[src/rtl/arm_pkg.sv]
// Shared encodings for the ARM-style decode stage: ALU commands, opcodes,
// condition codes, instruction modes and the decoded control bundle.
package arm_pkg;

  localparam logic [3:0] CMD_NOP = 4'b0000;
  localparam logic [3:0] CMD_MOV = 4'b0001;
  localparam logic [3:0] CMD_ADD = 4'b0010;
  localparam logic [3:0] CMD_ADC = 4'b0011;
  localparam logic [3:0] CMD_SUB = 4'b0100;
  localparam logic [3:0] CMD_SBC = 4'b0101;
  localparam logic [3:0] CMD_AND = 4'b0110;
  localparam logic [3:0] CMD_ORR = 4'b0111;
  localparam logic [3:0] CMD_EOR = 4'b1000;
  localparam logic [3:0] CMD_MVN = 4'b1001;

  localparam logic [3:0] OP_AND = 4'b0000;
  localparam logic [3:0] OP_EOR = 4'b0001;
  localparam logic [3:0] OP_SUB = 4'b0010;
  localparam logic [3:0] OP_ADD = 4'b0100;
  localparam logic [3:0] OP_ADC = 4'b0101;
  localparam logic [3:0] OP_SBC = 4'b0110;
  localparam logic [3:0] OP_TST = 4'b1000;
  localparam logic [3:0] OP_CMP = 4'b1010;
  localparam logic [3:0] OP_ORR = 4'b1100;
  localparam logic [3:0] OP_MOV = 4'b1101;
  localparam logic [3:0] OP_MVN = 4'b1111;

  localparam logic [3:0] COND_EQ = 4'b0000;
  localparam logic [3:0] COND_NE = 4'b0001;
  localparam logic [3:0] COND_CS = 4'b0010;
  localparam logic [3:0] COND_CC = 4'b0011;
  localparam logic [3:0] COND_MI = 4'b0100;
  localparam logic [3:0] COND_PL = 4'b0101;
  localparam logic [3:0] COND_VS = 4'b0110;
  localparam logic [3:0] COND_VC = 4'b0111;
  localparam logic [3:0] COND_HI = 4'b1000;
  localparam logic [3:0] COND_LS = 4'b1001;
  localparam logic [3:0] COND_GE = 4'b1010;
  localparam logic [3:0] COND_LT = 4'b1011;
  localparam logic [3:0] COND_GT = 4'b1100;
  localparam logic [3:0] COND_LE = 4'b1101;
  localparam logic [3:0] COND_AL = 4'b1110;

  localparam logic [1:0] MODE_DP  = 2'b00;
  localparam logic [1:0] MODE_MEM = 2'b01;
  localparam logic [1:0] MODE_BR  = 2'b10;

  typedef struct packed {
    logic       wb_en;
    logic       mem_r;
    logic       mem_w;
    logic       b;
    logic       s;
    logic [3:0] cmd;
  } ctrl_t;

endpackage

[src/rtl/reg_file_bypass.sv]
// Register file: NREGS x DATA_W, two async reads, one sync write, sync reset.
// Ports: i_we/i_wa/i_wd write port; i_ra1/i_ra2 -> o_rd1/o_rd2 read ports.
module reg_file_bypass #(
  parameter int NREGS  = 16,
  parameter int DATA_W = 32,
  parameter int REG_AW = 4,
  parameter bit BYPASS = 1'b1
) (
  input  logic              clk,
  input  logic              rst,
  input  logic              i_we,
  input  logic [REG_AW-1:0] i_wa,
  input  logic [DATA_W-1:0] i_wd,
  input  logic [REG_AW-1:0] i_ra1,
  input  logic [REG_AW-1:0] i_ra2,
  output logic [DATA_W-1:0] o_rd1,
  output logic [DATA_W-1:0] o_rd2
);

  logic [DATA_W-1:0] r_mem [NREGS];
  logic              w_hit1;
  logic              w_hit2;

  always_ff @(posedge clk) begin
    if (rst) begin
      for (int k = 0; k < NREGS; k++)
        r_mem[k] <= '0;
    end else if (i_we) begin
      r_mem[i_wa] <= i_wd;
    end
  end

  // A same-cycle write shows up on the read port only when bypass is built.
  assign w_hit1 = BYPASS && i_we && (i_wa == i_ra1);
  assign w_hit2 = BYPASS && i_we && (i_wa == i_ra2);

  assign o_rd1 = w_hit1 ? i_wd : r_mem[i_ra1];
  assign o_rd2 = w_hit2 ? i_wd : r_mem[i_ra2];

endmodule

[src/rtl/id_stage_pipe.sv]
// Decode stage with built-in ID/EXE register: cond check, control decode,
// bypassed register file, hazard sources; outputs registered, 1-cycle latency.
module id_stage_pipe
  import arm_pkg::*;
#(
  parameter int DATA_W = 32,
  parameter int NREGS  = 16,
  parameter int REG_AW = 4,
  parameter int PC_W   = 32,
  parameter bit BYPASS = 1'b1
) (
  input  logic              clk,
  input  logic              rst,
  input  logic [31:0]       instr,
  input  logic [PC_W-1:0]   pc_in,
  input  logic              wb_en_in,
  input  logic [REG_AW-1:0] wb_dest,
  input  logic [DATA_W-1:0] wb_value,
  input  logic              hazard,
  input  logic              freeze,
  input  logic              flush,
  input  logic [3:0]        sr,
  output logic [REG_AW-1:0] src1,
  output logic [REG_AW-1:0] src2,
  output logic              two_src,
  output logic              valid_o,
  output logic              wb_en_o,
  output logic              mem_r_o,
  output logic              mem_w_o,
  output logic              b_o,
  output logic              s_o,
  output logic [3:0]        exe_cmd_o,
  output logic [DATA_W-1:0] val_rn_o,
  output logic [DATA_W-1:0] val_rm_o,
  output logic              imm_o,
  output logic [11:0]       shift_op_o,
  output logic [23:0]       simm24_o,
  output logic [REG_AW-1:0] dest_o,
  output logic [PC_W-1:0]   pc_o
);

  logic [3:0]  w_cond;
  logic [1:0]  w_mode;
  logic [3:0]  w_op;
  logic        w_sbit;
  logic        w_ibit;
  logic        w_n, w_z, w_c, w_v;
  logic        w_cond_ok;
  logic        w_kill;
  logic        w_dp;
  ctrl_t       w_dec;
  ctrl_t       w_ctl;
  logic [DATA_W-1:0] w_rn;
  logic [DATA_W-1:0] w_rm;

  assign w_cond = instr[31:28];
  assign w_mode = instr[27:26];
  assign w_ibit = instr[25];
  assign w_op   = instr[24:21];
  assign w_sbit = instr[20];
  assign {w_n, w_z, w_c, w_v} = sr;

  always_comb begin
    w_cond_ok = 1'b0;
    case (w_cond)
      COND_EQ: w_cond_ok = w_z;
      COND_NE: w_cond_ok = ~w_z;
      COND_CS: w_cond_ok = w_c;
      COND_CC: w_cond_ok = ~w_c;
      COND_MI: w_cond_ok = w_n;
      COND_PL: w_cond_ok = ~w_n;
      COND_VS: w_cond_ok = w_v;
      COND_VC: w_cond_ok = ~w_v;
      COND_HI: w_cond_ok = w_c & ~w_z;
      COND_LS: w_cond_ok = ~w_c | w_z;
      COND_GE: w_cond_ok = (w_n == w_v);
      COND_LT: w_cond_ok = (w_n != w_v);
      COND_GT: w_cond_ok = ~w_z & (w_n == w_v);
      COND_LE: w_cond_ok = w_z | (w_n != w_v);
      COND_AL: w_cond_ok = 1'b1;
      default: w_cond_ok = 1'b0;
    endcase
  end

  always_comb begin
    w_dec = '0;
    w_dp  = 1'b0;
    case (w_mode)
      MODE_DP: begin
        case (w_op)
          OP_MOV: begin w_dec.cmd = CMD_MOV; w_dp = 1'b1; end
          OP_MVN: begin w_dec.cmd = CMD_MVN; w_dp = 1'b1; end
          OP_ADD: begin w_dec.cmd = CMD_ADD; w_dp = 1'b1; end
          OP_ADC: begin w_dec.cmd = CMD_ADC; w_dp = 1'b1; end
          OP_SUB: begin w_dec.cmd = CMD_SUB; w_dp = 1'b1; end
          OP_SBC: begin w_dec.cmd = CMD_SBC; w_dp = 1'b1; end
          OP_AND: begin w_dec.cmd = CMD_AND; w_dp = 1'b1; end
          OP_ORR: begin w_dec.cmd = CMD_ORR; w_dp = 1'b1; end
          OP_EOR: begin w_dec.cmd = CMD_EOR; w_dp = 1'b1; end
          OP_CMP: begin w_dec.cmd = CMD_SUB; w_dec.s = 1'b1; end
          OP_TST: begin w_dec.cmd = CMD_AND; w_dec.s = 1'b1; end
          default: w_dec = '0;
        endcase
        if (w_dp) begin
          w_dec.wb_en = 1'b1;
          w_dec.s     = w_sbit;
        end
      end
      MODE_MEM: begin
        w_dec.cmd   = CMD_ADD;
        w_dec.mem_r = w_sbit;
        w_dec.wb_en = w_sbit;
        w_dec.mem_w = ~w_sbit;
      end
      MODE_BR: w_dec.b = 1'b1;
      default: w_dec = '0;
    endcase
  end

  assign w_kill = ~w_cond_ok | hazard;
  assign w_ctl  = w_kill ? '0 : w_dec;

  // Hazard sources follow the raw instruction, independent of kill/freeze.
  assign src1    = instr[16 +: REG_AW];
  assign src2    = w_dec.mem_w ? instr[12 +: REG_AW] : instr[0 +: REG_AW];
  assign two_src = ~w_ibit | w_dec.mem_w;

  reg_file_bypass #(
    .NREGS  (NREGS),
    .DATA_W (DATA_W),
    .REG_AW (REG_AW),
    .BYPASS (BYPASS)
  ) u_rf (
    .clk   (clk),
    .rst   (rst),
    .i_we  (wb_en_in),
    .i_wa  (wb_dest),
    .i_wd  (wb_value),
    .i_ra1 (src1),
    .i_ra2 (src2),
    .o_rd1 (w_rn),
    .o_rd2 (w_rm)
  );

  always_ff @(posedge clk) begin
    if (rst || flush) begin
      valid_o    <= 1'b0;
      wb_en_o    <= 1'b0;
      mem_r_o    <= 1'b0;
      mem_w_o    <= 1'b0;
      b_o        <= 1'b0;
      s_o        <= 1'b0;
      exe_cmd_o  <= '0;
      val_rn_o   <= '0;
      val_rm_o   <= '0;
      imm_o      <= 1'b0;
      shift_op_o <= '0;
      simm24_o   <= '0;
      dest_o     <= '0;
      pc_o       <= '0;
    end else if (!freeze) begin
      valid_o    <= ~w_kill;
      wb_en_o    <= w_ctl.wb_en;
      mem_r_o    <= w_ctl.mem_r;
      mem_w_o    <= w_ctl.mem_w;
      b_o        <= w_ctl.b;
      s_o        <= w_ctl.s;
      exe_cmd_o  <= w_ctl.cmd;
      val_rn_o   <= w_rn;
      val_rm_o   <= w_rm;
      imm_o      <= w_ibit;
      shift_op_o <= instr[11:0];
      simm24_o   <= instr[23:0];
      dest_o     <= instr[12 +: REG_AW];
      pc_o       <= pc_in;
    end
  end

endmodule

[config.mk]
export PLATFORM = sky130hd
export DESIGN_NAME = id_stage_pipe
export DESIGN_NICKNAME = d
export VERILOG_FILES = /design/src/rtl/arm_pkg.sv /design/src/rtl/reg_file_bypass.sv /design/src/rtl/id_stage_pipe.sv
export SDC_FILE = /design/constraint.sdc
export NUM_CORES = 1
export LEC_CHECK = 0
export CAP_MARGIN = 0
export CORE_MARGIN = 10
export CORE_UTILIZATION = 31
export DETAILED_ROUTE_END_ITERATION = 16
export PLACE_DENSITY = 0.58
export SYNTH_ARGS = -nofsm -noshare
export SYNTH_HDL_FRONTEND = slang
export SYNTH_HIERARCHICAL = 1
export SYNTH_SLANG_ARGS = --single-unit
[constraint.sdc]
create_clock -name clk -period 4.2 [get_ports clk]
set_clock_uncertainty 0.15 [all_clocks]
set_input_delay 0.63 -clock clk [delete_from_list [all_inputs] [get_ports clk]]
set_output_delay 0.63 -clock clk [all_outputs]
set_load 0.02 [all_outputs]
### Word-level counts from Yosys, hierarchy flattened

Memories as Yosys holds them, arrays and structs flattened. A register that Yosys moved wholly into a read port is not among the register bits.
Cells that the tools add are included.

| operators by class | value |
|---|---|
| eq/ne operators | 28 |
| muxes and demuxes | 21 |
| bitwise operators | 14 |
| reductions and logical operators | 11 |

Operators by type and width:

| operator | count |
|---|---|
| $eq A4 B4 Y1 const B | 12 |
| $pmux W4 S9 | 1 |
| $mux W32 | 1 |
| $reduce_or A32 Y1 | 1 |
| $eq A4 B3 Y1 const B | 7 |
| $pmux W1 S15 | 1 |
| $mux W1 | 13 |
| $eq A4 B2 Y1 const B | 3 |
| $mux W9 | 1 |
| $reduce_or A9 Y1 | 1 |
| $eq A4 B1 Y1 const B | 2 |
| $logic_not A4 Y1 | 2 |
| $mux W4 | 2 |
| $not A1 Y1 | 8 |
| $pmux W4 S2 | 1 |
| $pmux W3 S2 | 1 |
| $reduce_or A2 Y1 | 3 |
| $or A1 B1 Y1 | 4 |
| $and A1 B1 Y1 | 2 |
| $eq A2 B1 Y1 const B | 1 |
| $eq A2 B2 Y1 const B | 1 |
| $logic_not A1 Y1 | 2 |
| $logic_not A2 Y1 | 1 |
| $eq A1 B1 Y1 | 1 |
| 2 further kinds | 2 |

| storage, ports and cells | value |
|---|---|
| flip-flop bits (word level) | 83 |
| memory bits (writable) | 512 |
| bits of input ports | 110 |
| output and inout bits | 156 |
| logic and storage cells | 87 |
| memories kept | 1 |

Memories:

| memory | words | bits a word | read ports | clocked after memory_dff | wr ports | line | text |
|---|---|---|---|---|---|---|---|
| u_rf.r_mem | 16 | 32 | 2 | 2 | 16 | reg_file_bypass.sv:20 | `logic [DATA_W-1:0] r_mem [NREGS];` |

### Depth between registers and ports, before layout

Gate-level depths: netlist of run 1.

| logic depth | value |
|---|---|
| depth in word-level cells | 7 |
| gate-level depth with buffers | 11 |
| gate-level depth less buffers | 8 |

### Hierarchy

Netlist of run 1, hierarchy kept.

By module, submodules not included:

| module | instances | cells an instance | area each (um^2) | seq. area each (um^2) |
|---|---|---|---|---|
| reg_file_bypass | 1 | 1,766 | 27,345.0 | 15,374.7 |
| id_stage_pipe | 1 | 510 | 5,129.9 | 2,622.5 |

### Worst setup path after synthesis of run 1

OpenSTA, ideal clock, no wires.

| path | value |
|---|---|
| path kind | input -> register |
| start | input instr[20] |
| end | register val_rm_o[10], read port of u_rf.r_mem |
| setup time | 0.128 ns |
| data arrival time | 3.259 ns |
| data required time | 3.922 ns |
| slack | 0.664 ns |
| stages | 11 |
| path buffers | 3 |
| path through | nor3b_1 -> mux2_2 -> clkbuf_1 -> buf_2 -> buf_2 -> mux4_2 -> a22oi_1 -> nand2_1 -> mux2_2 -> mux2i_1 -> nor2_1 |

| on the way | value |
|---|---|
| word-level cells in the longest chain between the ends | 3 |

Ends and longest elaborated chain:

| element | line | text |
|---|---|---|
| start: declaration | id_stage_pipe.sv:14 | `input logic [31:0] instr,` |
| $not A1 Y1 | id_stage_pipe.sv:113 | `w_dec.mem_w = ~w_sbit;` |
| $pmux W3 S2 | id_stage_pipe.sv:88 | `case (w_mode)` |
| $mux W4 | id_stage_pipe.sv:125 | `assign src2 = w_dec.mem_w ? instr[12 +: REG_AW] : instr[0 +: REG_AW];` |
| via src2[0] | id_stage_pipe.sv:24 | `output logic [REG_AW-1:0] src2,` |
| end: declaration | id_stage_pipe.sv:34 | `output logic [DATA_W-1:0] val_rm_o,` |

The timed path passes the listed nets, and every way through them passes these cells.
A chain may end at the register's enable or synchronous reset.

### Worst setup path after layout of run 1

| path | value |
|---|---|
| start | input instr[20] |
| end | output src2[0] |

| on the way | value |
|---|---|
| word-level cells in the longest chain between the ends | 3 |

Ends and longest elaborated chain:

| element | line |
|---|---|
| $not A1 Y1 | id_stage_pipe.sv:113 |
| $pmux W3 S2 | id_stage_pipe.sv:88 |
| $mux W4 | id_stage_pipe.sv:125 |
| end: declaration | id_stage_pipe.sv:24 |

No other way between the ends.

==> results of run 1 <==
cell usage after synthesis (2+ instances only):
| library cell | instances | area share (%) |
|---|---|---|
| and2_1 | 513 | 9.9 |
| edfxtp_1 | 512 | 47 |
| mux4_2 | 258 | 18 |
| clkbuf_1 | 152 | 1.8 |
| nor2_1 | 139 | 1.6 |
| dfxtp_1 | 131 | 8.1 |
| a22oi_1 | 124 | 2.9 |
| mux2i_1 | 121 | 3.7 |
| nand2_1 | 79 | 0.91 |
| mux2_2 | 71 | 2.5 |
| buf_2 | 47 | 0.72 |
| buf_4 | 21 | 0.49 |
| or2_2 | 17 | 0.33 |
| nand2b_1 | 10 | 0.19 |
| buf_1 | 9 | 0.10 |
| o21ai_0 | 8 | 0.12 |
| xor2_1 | 6 | 0.16 |
| a21oi_1 | 5 | 0.077 |
| inv_1 | 5 | 0.058 |
| nor3_1 | 5 | 0.077 |
| a31oi_1 | 4 | 0.077 |
| nor2b_1 | 4 | 0.077 |
| nor3b_1 | 3 | 0.069 |
| o31ai_1 | 3 | 0.069 |
| xnor2_1 | 3 | 0.081 |
| and2_0 | 2 | 0.039 |
| nand4_1 | 2 | 0.039 |
| nand4b_1 | 2 | 0.054 |
| nand4bb_1 | 2 | 0.069 |
| nor4_2 | 2 | 0.077 |
through the flow:
stage	power (mW)	cell area [um2]	cells	setup slack, ns
floorplan	8.75	32500	2276	0.664
global placement	9.57	36900	3774	0.255
detailed placement	9.62	36900	3774	0.224
CTS	15.9	39200	3902	0.739
global route	16.3	39200	3902	0.673
finish	15.8	39200	3902	0.775
per-layer routing:
layer | share of wire, % | global-route usage, % | up-vias
li1 | - | - | 8912
met1 | 39 | 22.6 | 10800
met2 | 48 | 29.7 | 1159
met3 | 10 | 4.13 | 191
met4 | 2.6 | 5.68 | 6
met5 | 0.042 | 0 | -
cells by family (layout without fill, tap and decap cells):
| group | count (synthesis) | after routing |
|---|---|---|
| xor+xnor | 9 | 9 |
| buf+inv | 235 | 481 |
| flops | 643 | 643 |
| mux | 450 | 450 |
| compound gates | 155 | 155 |
| simple gates | 784 | 784 |
area by class of cell:
| cell class | count | area [um2] | share of cell area (%) |
|---|---|---|---|
| clock inverters | 26 | 288 | 0.734 |
| repair buffers | 348 | 3570 | 9.10 |
| well taps | 1380 | 1730 | 4.40 |
| flip-flops and latches | 643 | 18000 | 45.9 |
| clock buffers | 102 | 2040 | 5.19 |
| multi-input cells | 1398 | 13600 | 34.6 |
| inverters | 5 | 18.8 | 0.0479 |
critical path, cell delays in order:
cell and delay, ns:
clkdlybuf4s50_1 0.46, nor3b_1 0.21, buf_4 0.20, mux2_8 0.50
clkdlybuf4s50_1 0.61
power by group:
part	internal [mW]	total (mW)	switching [mW]
Clock	3.69	6.27	2.59
Combinational	0.996	2.10	1.10
Sequential	7.21	7.39	0.185
state kept, by name, summed over array words and instances (netlist names):
name        count
u_rf/r_mem    512
pc_o           32
val_rm_o       32
val_rn_o       32
simm24_o       13
shift_op_o     11
exe_cmd_o       4
b_o             1
imm_o           1
mem_r_o         1
mem_w_o         1
s_o             1
valid_o         1
wb_en_o         1
worst min path at each step:
stage,slack (ns),start,end,cells past startpoint
floorplan,0.38,mem_r_o$_SDFFE_PP0N_,mem_r_o$_SDFFE_PP0N_,2
global placement,0.29,exe_cmd_o[1]$_SDFFE_PP0N_,exe_cmd_o[1]$_SDFFE_PP0N_,2
detailed placement,0.30,mem_w_o$_SDFFE_PP0N_,mem_w_o$_SDFFE_PP0N_,2
CTS,0.31,mem_r_o$_SDFFE_PP0N_,mem_r_o$_SDFFE_PP0N_,2
global route,0.33,mem_r_o$_SDFFE_PP0N_,mem_r_o$_SDFFE_PP0N_,2
finish,0.31,wb_en_o$_SDFFE_PP0N_,wb_en_o$_SDFFE_PP0N_,2
==> results.md, run 1 <==
- Run status: completed
- CTS sink cnt: 643
- Post-synth EDFFs: 512
- Synthesis Warnings: 6
- Rows: 118
- Horiz. Die Dim: 344 um
- Synth Area in XOR/XNOR: 0.243%
- Critical register-to-register path endpoint: val_rm_o[24]$_SDFFE_PP0N_
- Final period util: 81.5%
- F_max: 0.292 GHz
- Clk_lat worst skew: 0.63 ns
- Clk buf depth: 3
- First-pass GRT wire length: 155,000 um
- CP endpoint: src2[0]
- Core Util, Final: 37.8%
- Worst Hold Class: reg2reg
- Largest net degree at the start of global routing: 68
- Htree depth: 3
- R2r setup slk: 2.05 ns
- #FFs+latches synth: 643
- Final nets: 2,575
- Fill cells: 9,574
- Via-to-Cell Ratio: 5.41
- RD Place Congestion: 0.798
- Diode count: 0
- Antenna Nets Post-Route: 0
- Synth Area in Compound Gates: 3.58%
- CP endpoint kind: output port
- PortBufs: 265
- DR DRC count: 0
- Drt pass-1 iters: 5
- Slew Viols, Final: 0
- Area growth syn-to-layout: 20.8%
- Antenna violations before repair: 10
- Largest fanout on the critical path: 21
- Root Buffer: clkbuf_16
- RR Startpoint: u_rf/r_mem[14][24]$_SDFFCE_PN0P_
- Critical Path RT: 3.42 ns
- Average instance area after synthesis: 14.3 um2
- I/O pin cnt: 266
- Syn Nets: 2,386
- WS Path Type: in2out
- GRT Total Usage: 17.8%
- Leak: 13.7 nW
- Cell count after synthesis: 2,276
- CTS tree: yes
- Min Tclk post-route: 3.43 ns
- Max-cap violations: 0
- Critical path origin: instr[20]
- Dpl hpwl: 63,900 um
- Commonest non-fill, non-tap cell in the layout: and2_1
- Number of global-route vias before repair: 22,100
- Post-CTS setup buffer count: 0
- Number of CTS-inserted buffers: 69
- Startpoint types: input pin
- Crit path DAT: 2.65 ns
- Die Y: 344 um
- Core ar.: 0.104 mm2
- Drt first-iter violations: 2,410
- VDD IR max: 260 uV
- Asr flop ratio synth: 0%
- Sequential share of the synthesized area: 55.4%
- Die Area: 0.118 mm2
- Cts repair resizes: 0
- Worst slew pin tran: 0.947 ns
- Total Wirelength: 107,000 um
- Min Hold Slack: 0.314 ns
- Leading cell types in the layout, fill and taps excluded: and2_1, edfxtp_1, clkdlybuf4s50_1
- Top_reg_cell synth: edfxtp_1
- Mux cell area share after synthesis: 24.1%
- Slew headroom: 36.8%
- Power per cell area: 402 mW/mm2
- Gr ovfl total: 0
- Synth Cell Area: 0.0325 mm2
- Post-synth cell types: 46
- Final Hold Viols: 0
- Initial core utilization: 31.3%
- Final setup violation count: 0
- Vias: 21,100
- Clock Pin Slew Worst Setup and Hold Paths: 0.06 ns
- Largest family of logic cells by synthesized area: multiplexers
- Ratio of cells with drive above 1 in the final layout: 22.4%
- Cts hold-fix bufs: 0
- FF-to-FF path depth: 6
- Simple-gate share of the synthesized area: 13.5%
- Setup TNS: 0 ns
- RSZ-0062 raised after global routing: false
- Adder-cell share of the synthesized area: 0%
- WL/cell: 27.5 um
Note: power is estimated with default switching activity, not from simulation.
==> run 2: changes to the inputs <==
- PLACE_DENSITY: 0.58 -> 0.6
- clock period: 4.2 -> 2.9 ns (I/O delays scaled with it)
==> results.md, run 2 (same netlist as run 1, synthesis figures left out) <==
- Run status: completed (unchanged)
- Dpl cells: 3,849 (was 3,774)
- Leak: 14.2 nW (was 13.7 nW)
- RR Startpoint: u_rf/r_mem[15][10]$_SDFFCE_PN0P_ (was u_rf/r_mem[14][24]$_SDFFCE_PN0P_)
- Clk buf depth: 3 (unchanged)
- F_max: 0.360 GHz
- Flip-flop count of the largest register, all copies and words added: 512 (unchanged)
- Drt first-iter violations: 2,146 (was 2,410)
- Critical register-to-register path endpoint: val_rn_o[10]$_SDFFE_PP0N_ (was val_rm_o[24]$_SDFFE_PP0N_)
- Horiz. Die Dim: 344 um (unchanged)
- Largest net degree at the start of global routing: 50 (was 68)
- Die Y: 344 um (unchanged)
- Cts hold-fix bufs: 0 (unchanged)
- Power per cell area: 564 mW/mm2 (was 402 mW/mm2)
- Ratio of cells with drive above 1 in the final layout: 24.8% (was 22.4%)
- Die Area: 0.118 mm2 (unchanged)
- Core ar.: 0.104 mm2 (unchanged)
- Final setup violation count: 0 (unchanged)
- Dpl hpwl: 69,300 um (was 63,900 um)
- Fill cells: 9,557 (was 9,574)
- Slowest-stage cell, CP: clkdlybuf4s50_1 (unchanged)
- Worst Hold Class: in2reg (was reg2reg)
- RD Place Congestion: 0.830 (was 0.798)
- Critical Path RT: 3.24 ns (was 3.42 ns)
- Final period util: 95.7%
- Rows: 118 (unchanged)
- Min Hold Slack: 0.0985 ns (was 0.314 ns)
- WS Path Type: in2reg (was in2out)
- Worst hold endpoint: simm24_o[16]$_SDFFE_PP0N_ (was wb_en_o$_SDFFE_PP0N_)
- Multi-input gate area: 0.0136 mm2 (about the same)
- Total Wirelength: 108,000 um (was 107,000 um)
- Crit path DAT: 3.12 ns (was 2.65 ns)
- Drt pass-1 iters: 6 (was 5)
- Gr ovfl total: 0 (unchanged)
- R2r setup slk: 0.78 ns (was 2.05 ns)
- Largest Register: u_rf/r_mem (unchanged)
- VDD IR max: 413 uV (was 260 uV)
- Setup TNS: 0 ns (unchanged)
- Slew Viols, Final: 0 (unchanged)
- Startpoint types: input pin (unchanged)
- PortBufs: 265 (unchanged)
- Slowest Stage Delay on Critical Path: 0.62 ns (was 0.61 ns)
- Antenna violations before repair: 8 (was 10)
- Commonest non-fill, non-tap cell in the layout: and2_1 (unchanged)
- Via-to-Cell Ratio: 5.39 (was 5.41)
- Post-Layout Cell Count: 3,976 (was 3,902)
- CP endpoint kind: flop (was output port)
- GRT Total Usage: 17.8% (about the same)
- RSZ-0062 raised after global routing: false (unchanged)
- Register area: 0.0180 mm2 (unchanged)
- Min Tclk post-route: 2.78 ns
- Number of global-route vias before repair: 22,200 (was 22,100)
- Final Hold Viols: 0 (unchanged)
- Initial core utilization: 31.3% (unchanged)
- Worst slew pin tran: 1.09 ns (was 0.947 ns)
- Final nets: 2,653 (was 2,575)
- Root Buffer: clkbuf_16 (unchanged)
- Vias: 21,400 (was 21,100)
- Antenna Nets Post-Route: 0 (unchanged)
- Slew headroom: 27.0% (was 36.8%)
- First-pass GRT wire length: 155,000 um (about the same)
- I/O pin cnt: 266 (unchanged)
- Largest fanout on the critical path: 13 (was 21)
- Hold_sp: instr[16] (was wb_en_o$_SDFFE_PP0N_)
- CTS sink cnt: 643 (unchanged)
- FF-to-FF path depth: 6 (unchanged)
- DR DRC count: 0 (unchanged)
- Design Power: 22.7 mW (was 15.8 mW)
- WL/cell: 27.2 um (was 27.5 um)
- Max-cap violations: 0 (unchanged)
- Leading cell types in the layout, fill and taps excluded: and2_1, edfxtp_1, mux4_2 (was and2_1, edfxtp_1, clkdlybuf4s50_1)
- Hold depth: 3 (was 2)
- Number of CTS-inserted buffers: 66 (was 69)
- Worst-path cell chain: clkdlybuf4s50_1 -> mux2_8 -> buf_12 -> buf_6 -> buf_4 -> mux4_2 -> a22oi_1 -> nand2_1 -> mux2_2 -> mux2i_1 -> nor2_1 (was clkdlybuf4s50_1 -> nor3b_1 -> buf_4 -> mux2_8 -> clkdlybuf4s50_1)
- CTS tree: yes (unchanged)
- Clk_lat worst skew: 0.61 ns (was 0.63 ns)
- Area growth syn-to-layout: 23.9% (was 20.8%)
- Clock Pin Slew Worst Setup and Hold Paths: 0.06 ns (about the same)
- Htree depth: 3 (unchanged)
==> run 2: timing repair <==
action | 4_1_cts | 5_1_grt
setup endpoints to repair | 30 | 4
gates cloned | 2 | 0
buffers inserted | 4 | 0
resized for setup | 20 | 2
==> run 2: worst max path at each step <==
stage              start                        end  slack [ns]  cells past startpoint
2_1_floorplan  instr[27]  val_rm_o[30]$_SDFFE_PP0N_       -0.01                      9
3_3_place_gp   instr[27]  val_rm_o[10]$_SDFFE_PP0N_       -0.81                     12
3_5_place_dp   instr[26]  val_rm_o[10]$_SDFFE_PP0N_       -0.76                     12
4_1_cts        instr[12]  val_rm_o[12]$_SDFFE_PP0N_        0.07                     10
5_1_grt        instr[20]   val_rm_o[9]$_SDFFE_PP0N_        0.01                     13
6_report       instr[12]   val_rm_o[9]$_SDFFE_PP0N_        0.12                     11
==> run 2: per-stage QoR <==
stage | util [%] | cell area, um2 | worst slack [ns]
after floorplan | - | 32600 | -0.0139
after global placement | 36.5 | 37900 | -0.809
after detailed placement | 36.5 | 37900 | -0.756
after CTS | 38.8 | 40200 | 0.0745
after global routing | 38.8 | 40200 | 0.0122
final | 38.8 | 40200 | 0.124
==> run 2: report_power, final <==
group / leakage, nW / switching [mW] / internal, mW
Sequential: 5.95 / 0.272 / 10.4
Combinational: 7.23 / 1.64 / 1.60
Clock: 1.07 / 3.69 / 5.06
==> run 2: area by class of cell <==
class | count | share of cell area (%)
multi-input combinational | 1398 | 33.8
antenna | 2 | 0.0124
timing repair buffer | 429 | 11.7
tap | 1380 | 4.29
sequential | 643 | 44.7
clock buffer | 82 | 4.49
inverter | 5 | 0.0466
clock inverter | 37 | 0.920
==> run 2: critical path, delay by kind of cell <==
family / cells / cell delay (ns)
compound gates: 1 / 0.21
buf+inv: 4 / 1.14
mux: 4 / 1.19
simple gates: 2 / 0.13
==> run 2: per-layer routing <==
layer	track usage (%)	share of wire, %	vias to the layer above
met5	0	0.044	-
met4	7.02	3.6	8
met3	4.08	9.0	217
met2	31.0	50	1110
met1	21.3	37	11000
li1	-	-	9051
